[src/rtl/cpu_mc_param.sv]
// Parametrised multicycle load/store CPU: FETCH/OPA/OPB/EXEC/WB per instruction,
// with run/halt control, program-load port, data-memory debug read and sticky illegal flag.
module cpu_mc_param #(
    parameter int DATA_W     = 10,
    parameter int RF_DEPTH   = 16,
    parameter int MEM_DEPTH  = 32,
    parameter int IMEM_DEPTH = 32,
    localparam int RA_W  = $clog2(RF_DEPTH),
    localparam int MA_W  = $clog2(MEM_DEPTH),
    localparam int PC_W  = $clog2(IMEM_DEPTH),
    localparam int FLD_W = (RA_W > MA_W) ? ((RA_W > PC_W) ? RA_W : PC_W)
                                         : ((MA_W > PC_W) ? MA_W : PC_W),
    localparam int CMD_W = 4 + FLD_W + DATA_W
) (
    input  logic              clk,
    input  logic              reset,
    input  logic              start,
    input  logic              prog_we,
    input  logic [PC_W-1:0]   prog_addr,
    input  logic [CMD_W-1:0]  prog_data,
    input  logic [MA_W-1:0]   dbg_addr,
    output logic [DATA_W-1:0] dbg_data,
    output logic [PC_W-1:0]   pc,
    output logic              busy,
    output logic              halted,
    output logic              illegal
);

    localparam int F1_LSB = CMD_W - 4 - FLD_W;
    localparam int F2_LSB = F1_LSB - FLD_W;
    localparam int F3_LSB = F2_LSB - FLD_W;

    typedef enum logic [2:0] {
        S_IDLE, S_FETCH, S_OPA, S_OPB, S_EXEC, S_WB, S_HALT
    } state_t;

    typedef enum logic [3:0] {
        OP_NOP = 4'd0,  OP_LTM = 4'd1,  OP_MTR = 4'd2,  OP_RTR = 4'd3,
        OP_JL  = 4'd4,  OP_SUB = 4'd5,  OP_SUM = 4'd6,  OP_MTRK = 4'd7,
        OP_RTM = 4'd8,  OP_JMP = 4'd9,  OP_JZ  = 4'd10, OP_AND = 4'd11,
        OP_XOR = 4'd12, OP_SHR = 4'd13, OP_ILL = 4'd14, OP_HLT = 4'd15
    } op_t;

    state_t state, state_nx;

    logic [CMD_W-1:0]  cmd;
    logic [DATA_W-1:0] op_a, op_b, op_m, result;
    logic              taken;
    logic [DATA_W-1:0] rf   [RF_DEPTH];
    logic [DATA_W-1:0] mem  [MEM_DEPTH];
    logic [CMD_W-1:0]  imem [IMEM_DEPTH];

    op_t               cop;
    logic [RA_W-1:0]   f1_ra, f2_ra, f3_ra;
    logic [MA_W-1:0]   f1_ma;
    logic [DATA_W-1:0] lit;
    logic [PC_W-1:0]   tgt, pc_inc;
    logic              ctrl_idle;

    assign cop    = op_t'(cmd[CMD_W-1 -: 4]);
    assign f1_ra  = cmd[F1_LSB +: RA_W];
    assign f1_ma  = cmd[F1_LSB +: MA_W];
    assign f2_ra  = cmd[F2_LSB +: RA_W];
    assign f3_ra  = cmd[F3_LSB +: RA_W];
    assign lit    = cmd[DATA_W-1:0];
    assign tgt    = cmd[PC_W-1:0];
    assign pc_inc = (pc == PC_W'(IMEM_DEPTH - 1)) ? '0 : pc + PC_W'(1);

    assign ctrl_idle = (state == S_IDLE) || (state == S_HALT);
    assign busy      = !ctrl_idle;
    assign halted    = (state == S_HALT);

    always_ff @(posedge clk or posedge reset) begin
        if (reset) state <= S_IDLE;
        else       state <= state_nx;
    end

    always_comb begin
        state_nx = state;
        case (state)
            S_IDLE, S_HALT: if (start) state_nx = S_FETCH;
            S_FETCH:        state_nx = S_OPA;
            S_OPA:          state_nx = S_OPB;
            S_OPB:          state_nx = S_EXEC;
            S_EXEC:         state_nx = S_WB;
            S_WB:           state_nx = (cop == OP_HLT) ? S_HALT : S_FETCH;
            default:        state_nx = S_IDLE;
        endcase
    end

    always_ff @(posedge clk or posedge reset) begin
        if (reset) begin
            pc       <= '0;
            cmd      <= '0;
            op_a     <= '0;
            op_b     <= '0;
            op_m     <= '0;
            result   <= '0;
            taken    <= 1'b0;
            illegal  <= 1'b0;
            dbg_data <= '0;
            for (int unsigned i = 0; i < RF_DEPTH; i++)
                rf[i] <= (i == 1) ? DATA_W'(1) : '0;
        end else begin
            dbg_data <= mem[dbg_addr];
            case (state)
                S_IDLE, S_HALT: if (start) begin
                    pc      <= '0;
                    illegal <= 1'b0;
                end
                S_FETCH: cmd  <= imem[pc];
                S_OPA:   op_a <= rf[f1_ra];
                S_OPB: begin
                    op_b <= rf[f2_ra];
                    // direct (MTR) or register-indirect (MTRK) memory operand
                    op_m <= mem[(cop == OP_MTRK) ? op_a[MA_W-1:0] : f1_ma];
                end
                S_EXEC: begin
                    case (cop)
                        OP_MTR, OP_MTRK: result <= op_m;
                        OP_RTR:          result <= op_b;
                        OP_SUB:          result <= op_a - op_b;
                        OP_SUM:          result <= op_a + op_b;
                        OP_AND:          result <= op_a & op_b;
                        OP_XOR:          result <= op_a ^ op_b;
                        OP_SHR:          result <= op_a >> 1;
                        default:         result <= '0;
                    endcase
                    taken <= (cop == OP_JMP)
                          || ((cop == OP_JL) && (op_a < op_b))
                          || ((cop == OP_JZ) && (op_a == '0));
                end
                S_WB: begin
                    case (cop)
                        OP_MTR, OP_MTRK: rf[f2_ra] <= result;
                        OP_RTR:          rf[f1_ra] <= result;
                        OP_SUB, OP_SUM, OP_AND, OP_XOR, OP_SHR:
                                         rf[f3_ra] <= result;
                        OP_ILL:          illegal   <= 1'b1;
                        default: ;
                    endcase
                    if (cop != OP_HLT)
                        pc <= taken ? tgt : pc_inc;
                end
                default: ;
            endcase
        end
    end

    // memories are not reset; async reset forces IDLE so an aborted WB never writes
    always_ff @(posedge clk) begin
        if (state == S_WB && cop == OP_LTM) mem[f1_ma] <= lit;
        if (state == S_WB && cop == OP_RTM) mem[op_a[MA_W-1:0]] <= op_b;
        if (prog_we && ctrl_idle) imem[prog_addr] <= prog_data;
    end

endmodule

[config.mk]
export PLATFORM = sky130hd
export DESIGN_NAME = cpu_mc_param
export DESIGN_NICKNAME = d
export VERILOG_FILES = /design/src/rtl/cpu_mc_param.sv
export SDC_FILE = /design/constraint.sdc
export NUM_CORES = 2
export LEC_CHECK = 0
export CORE_MARGIN = 5
export CORE_UTILIZATION = 30
export DETAILED_ROUTE_END_ITERATION = 8
export HOLD_SLACK_MARGIN = 0.15
export PLACE_DENSITY_LB_ADDON = 0.12
export SYNTH_ARGS = -nofsm -noshare
export SYNTH_HDL_FRONTEND = slang
export SYNTH_SLANG_ARGS = --single-unit
export TNS_END_PERCENT = 20
[constraint.sdc]
create_clock -name clk -period 6.85 [get_ports clk]
set_input_delay 0.685 -clock clk [delete_from_list [all_inputs] [get_ports clk]]
set_output_delay 0.685 -clock clk [all_outputs]
set_load 0.03 [all_outputs]
Yosys cells after proc, flatten, opt, wreduce, memory -nomap -nowiden
Memories as Yosys holds them, arrays and structs flattened. A register that Yosys moved wholly into a read port is not among the register bits.
Cells that the tools add are included.
{"block": "op_classes", "addsub": 3, "magnitude_cmp": 7, "n_eq_ne": 26, "mux": 38, "n_bitwise": 5, "n_reduce_logical": 23}
{"op": "$bwmux W160", "n": 3}
{"op": "$pmux W160 S3", "n": 1}
{"op": "$demux W10 S4", "n": 3}
{"op": "$bmux W10 S4", "n": 2}
{"op": "$mux W10", "n": 8}
{"op": "$pmux W10 S7", "n": 1}
{"op": "$eq A4 B4 Y1 const B", "n": 8}
{"op": "$mux W5", "n": 6}
{"op": "$pmux W3 S6", "n": 1}
{"op": "$eq A4 B3 Y1 const B", "n": 4}
{"op": "$ge A5 B5 Y1 const B", "n": 3}
{"op": "$lt A5 B1 Y1 const B", "n": 3}
{"op": "$not A4 Y5", "n": 3}
{"op": "$add A10 B10 Y10", "n": 1}
{"op": "$and A10 B10 Y10", "n": 1}
{"op": "$logic_not A10 Y1", "n": 1}
{"op": "$lt A10 B10 Y1", "n": 1}
{"op": "$pmux W5 S2", "n": 1}
{"op": "$reduce_or A10 Y1", "n": 1}
{"op": "$sub A10 B10 Y10", "n": 1}
{"op": "$xor A10 B10 Y10", "n": 1}
{"op": "$eq A3 B3 Y1 const B", "n": 3}
{"op": "$mux W1", "n": 9}
{"op": "$eq A4 B2 Y1 const B", "n": 2}
{"op": "20 further kinds", "n": 34}
{"block": "totals", "regBits": 200, "ramBits": 928, "inputBits": 33, "output_inout_bits": 18, "elab_cells": 127, "memories": 2}
{"memory": "imem", "depth": 32, "word_bits": 19, "read_ports": 1, "rd_ports_with_merged_regs": 1, "wr": 1, "line_no": "51", "source": "logic [CMD_W-1:0] imem [IMEM_DEPTH];"}
{"memory": "mem", "depth": 32, "word_bits": 10, "read_ports": 2, "rd_ports_with_merged_regs": 2, "wr": 1, "line_no": "50", "source": "logic [DATA_W-1:0] mem [MEM_DEPTH];"}

Depth between registers and ports, before layout
{"block": "depth", "depth_word": 7, "depth_mapped": 11}

Least setup slack after synthesis
Ideal clock, no wire load.
{"block": "synth_path", "path_kind": "reg-to-reg", "start": "register state[2]", "end": "memory mem[0][1], data pin", "arrival_ns": 2.877, "t_required_ns": 6.396, "path_slack_ns": 3.519, "path_stages_with_launch": 7, "n_path_buf": 2, "path_cell_list": "dfrtp_1 > nor2b_1 > nand2_1 > or4_1 > clkbuf_1 > clkbuf_1 > o21ai_0"}
{"block": "synth_via", "elab_chain_cells": 6}
{"item": "start: declaration", "line_no": "44", "source": "state_t state, state_nx;"}
{"item": "start signal: assignment", "line_no": "75", "source": "else state <= state_nx;"}
{"item": "$eq A3 B3 Y1", "line_no": "153", "source": "if (state == S_WB && cop == OP_RTM) mem[op_a[MA_W-1:0]] <= op_b;"}
{"item": "$logic_and A1 B1 Y1", "line_no": "153"}
{"item": "$mux W1", "line_no": "153"}
{"item": "$mux W1 (implied by the code)", "line_no": "153"}
{"item": "$reduce_or A10 Y1 (no line)"}
{"item": "$mux W10 (no line)"}
{"item": "end: declaration", "line_no": "50"}
Every way passes these cells.

Final worst setup path
{"block": "layout_path", "start": "register state[2]", "end": "memory mem[2][0] (enable)"}
{"block": "layout_via", "elab_chain_cells": 6, "elab_cells_between_ends": 10, "cone_classes": "eq/ne: 1; mux: 6; reduce/logical: 3"}
{"item": "$eq A3 B3 Y1 (*)", "line_no": "152, 153"}
{"item": "$logic_and A1 B1 Y1", "line_no": "153"}
{"item": "$mux W1", "line_no": "153"}
{"item": "$mux W1 (implied by the code)", "line_no": "153"}
{"item": "$reduce_or A10 Y1 (no line)"}
{"item": "$mux W5 (no line) / $mux W1 (equally long branches)"}
Mark *: on every way between the ends. The rest lies on a longest branch, timed or not.

==> out/results.ini <==
[floorplan]
die_w_um = 426.0
coreArea_sq_um = 171900
die_area_sq_um = 181500
num_io_pins = 51
rows = 152
fp.dieH_um = 426.0
initial_core_util_pct = 30.20

[cts]
cts_buffers = 137
cts_resized = 0
clkTransAtPathRegs_ns = 0.06
clockRootBuffer = clkbuf_16
worstSkewPairLatency_ns = 0.77
cts_tree = done
cts_buffer_depth = 3
holdBufCountCts = 0
postCtsSetupRepairBufs = 0
htree_levels = 4
clock_sinks = 1167

[setup_path]
r2r_slack_ns = 2.37
r2r-end = mem[2][0]
critPathRequiredTime_ns = 7.22
rr_worst_depth = 7
critPathKind = flip-flop to flip-flop
crit-reg2reg-launch = state[2]
cp_max_fo = 27
worstPathArrival_ns = 4.85
crit_path_start_kind = flip-flop
critPathCaptureType = flip-flop

[cells_and_area]
fin_nets = 3198
syn_to_final_growth_pct = 15.14
multi_input_area_sq_um = 17230
fin_cells = 5563
final_cell_mix = edfxtp_1, mux4_2, nand2_1, dfrtp_1, mux2_2
final.fill_count = 16240
final_common_cell = edfxtp_1
drive_above_1_share_pct = 27.93
regArea_sq_um = 33870

[drt]
detailroute.via_count = 29810
postRouteAntennaNets = 0
firstDrtPassIters = 8
routedWlPerCell_um = 29.44
drc = 0
finalWirelength_um = 163800
drt_iter0_markers = 2974
vias_per_cell = 5.358

[logic_synthesis]
synth-seq-area-share_pct = 65.20
ys_ff_latch = 1167
synth.avg_cell_area_sq_um = 16.84
synthFlopType = edfxtp_1
synthesis.area_sq_um = 51920
synth_cell_types = 69
async_flop_share_pct = 20.48
syn_nets = 3140
synth_edf_count = 928
yosysWarnings = 0
synthesis.instances = 3083

[pwr]
cellPowerDensity_nw_per_um2 = 367.4
leakage_uw = 0.01996
vdd_drop_max_mv = 0.4059

[global_routing]
grt_pass1_wl_um = 233500
grt_util_met3_pct = 3.146
antenna_found_initial = 12
busiest_layer = met2
use_met2_pct = 30.56
grt_use_met1_pct = 23.95
grt_use_total_pct = 17.96
first_global_vias = 30820
grt_max_degree = 161
overflow = 0

[placement]
dpl.cell_count = 5312
dp_hpwl_um = 100200
gp_congestion = 0.8421
portBuffers = 50

[sta]
relSlewSlack_pct = 10.29
final.min_clock_period_ns = 4.477
finClkSkew_ns = 0.03344
setup_viol = 0
fin_setup_tns_ns = 0
worstMarginPinSlew_ns = 1.346
fmax_mhz = 223.4
slew_viol_final = 0
hold_viol = 0
fin_crit_sh_pct = 65.36
hold_ws_ns = 0.2866
grt_setup_unrepaired = false

[status]
status = finished, final reports clean

[run]
cap_violations = 0

[hold_path]
hp-class = primary input to asynchronous set/reset pin

[cells by family after synthesis]
kind of cell             Yosys count  share of synthesized area (%)
flip-flops                      1167                          65.20
multiplexers                     615                          21.64
adder cells (fa/ha/maj)           24                         0.6073
AO/OA/AOI/OAI                    317                          4.254
buffers and inverters            241                          1.928
XOR/XNOR                           7                         0.1181
AND/OR/NAND/NOR                  712                          6.254
[through the flow]
| stage | total power, uW | area (sq um) | utilization [%] | worst slack [ns] |
|---|---|---|---|---|
| floorplan | 12470 | 51920 | - | 3.032 |
| CTS | 22260 | 59770 | 34.77 | 2.340 |
| detailed placement | 14880 | 55270 | 32.15 | 2.374 |
| global placement | 14840 | 55270 | 32.15 | 2.400 |
| finish | 21960 | 59780 | 34.77 | 2.373 |
| global route | 22910 | 59770 | 34.77 | 2.140 |
[how the worst max path moves through the flow]
| stage | slack (ns) | to | cells after the start | startpoint |
|---|---|---|---|---|
| 2_1_floorplan | 3.03 | asynchronous set/reset pin | 1 | reset |
| 3_3_place_gp | 2.40 | mem[6][8] | 7 | state[2] |
| 3_5_place_dp | 2.37 | mem[2][3] | 7 | state[2] |
| 4_1_cts | 2.34 | mem[2][0] | 7 | state[2] |
| 5_1_grt | 2.14 | mem[2][0] | 7 | state[2] |
| 6_report | 2.37 | mem[2][0] | 7 | state[2] |
[synthesized netlist by cell type, types with 28 or more instances]
cell type | number | share of area [%]
nand3_1 | 110 | 1.1
a21oi_1 | 53 | 0.51
nand2_1 | 345 | 2.5
mux4_2 | 390 | 17
a31oi_1 | 48 | 0.58
buf_2 | 44 | 0.42
mux2_2 | 158 | 3.4
edfxtp_1 | 928 | 54
o21ai_0 | 48 | 0.46
a32oi_1 | 43 | 0.73
clkbuf_1 | 119 | 0.86
mux2i_1 | 66 | 1.3
a22o_1 | 34 | 0.57
inv_1 | 28 | 0.20
dfrtp_1 | 238 | 11
nor2_1 | 119 | 0.86
buf_1 | 41 | 0.30
[metal layers]
metal | vias up | wire (um)
met5 | - | 0
met4 | 0 | 3753
met3 | 236 | 8894
met2 | 1072 | 82050
met1 | 16000 | 69070
li1 | 12500 | -
[cell type report]
class	instances	share of cell area, %
antenna	2	0.008373
multi-input combinational	1675	28.82
sequential	1167	56.66
timing repair buffer	131	1.970
clock buffer	175	6.148
tap	2310	4.835
clock inverter	74	1.375
inverter	29	0.1884
[critical path: stages (launching register included)]
cell	delay, ns
dfrtp_1	0.46
nor2b_1	0.31
nand2_1	0.37
or4_1	0.57
buf_4	0.25
mux2i_1	0.20
nand3b_1	0.85
nor2_1	1.05
[power by group]
part	total (uW)	internal, uW	switching (uW)
clock network	7290	4310	2980
logic	6050	2060	3990
registers	8620	8160	458
No activity file was read; power rests on OpenSTA's default activity.
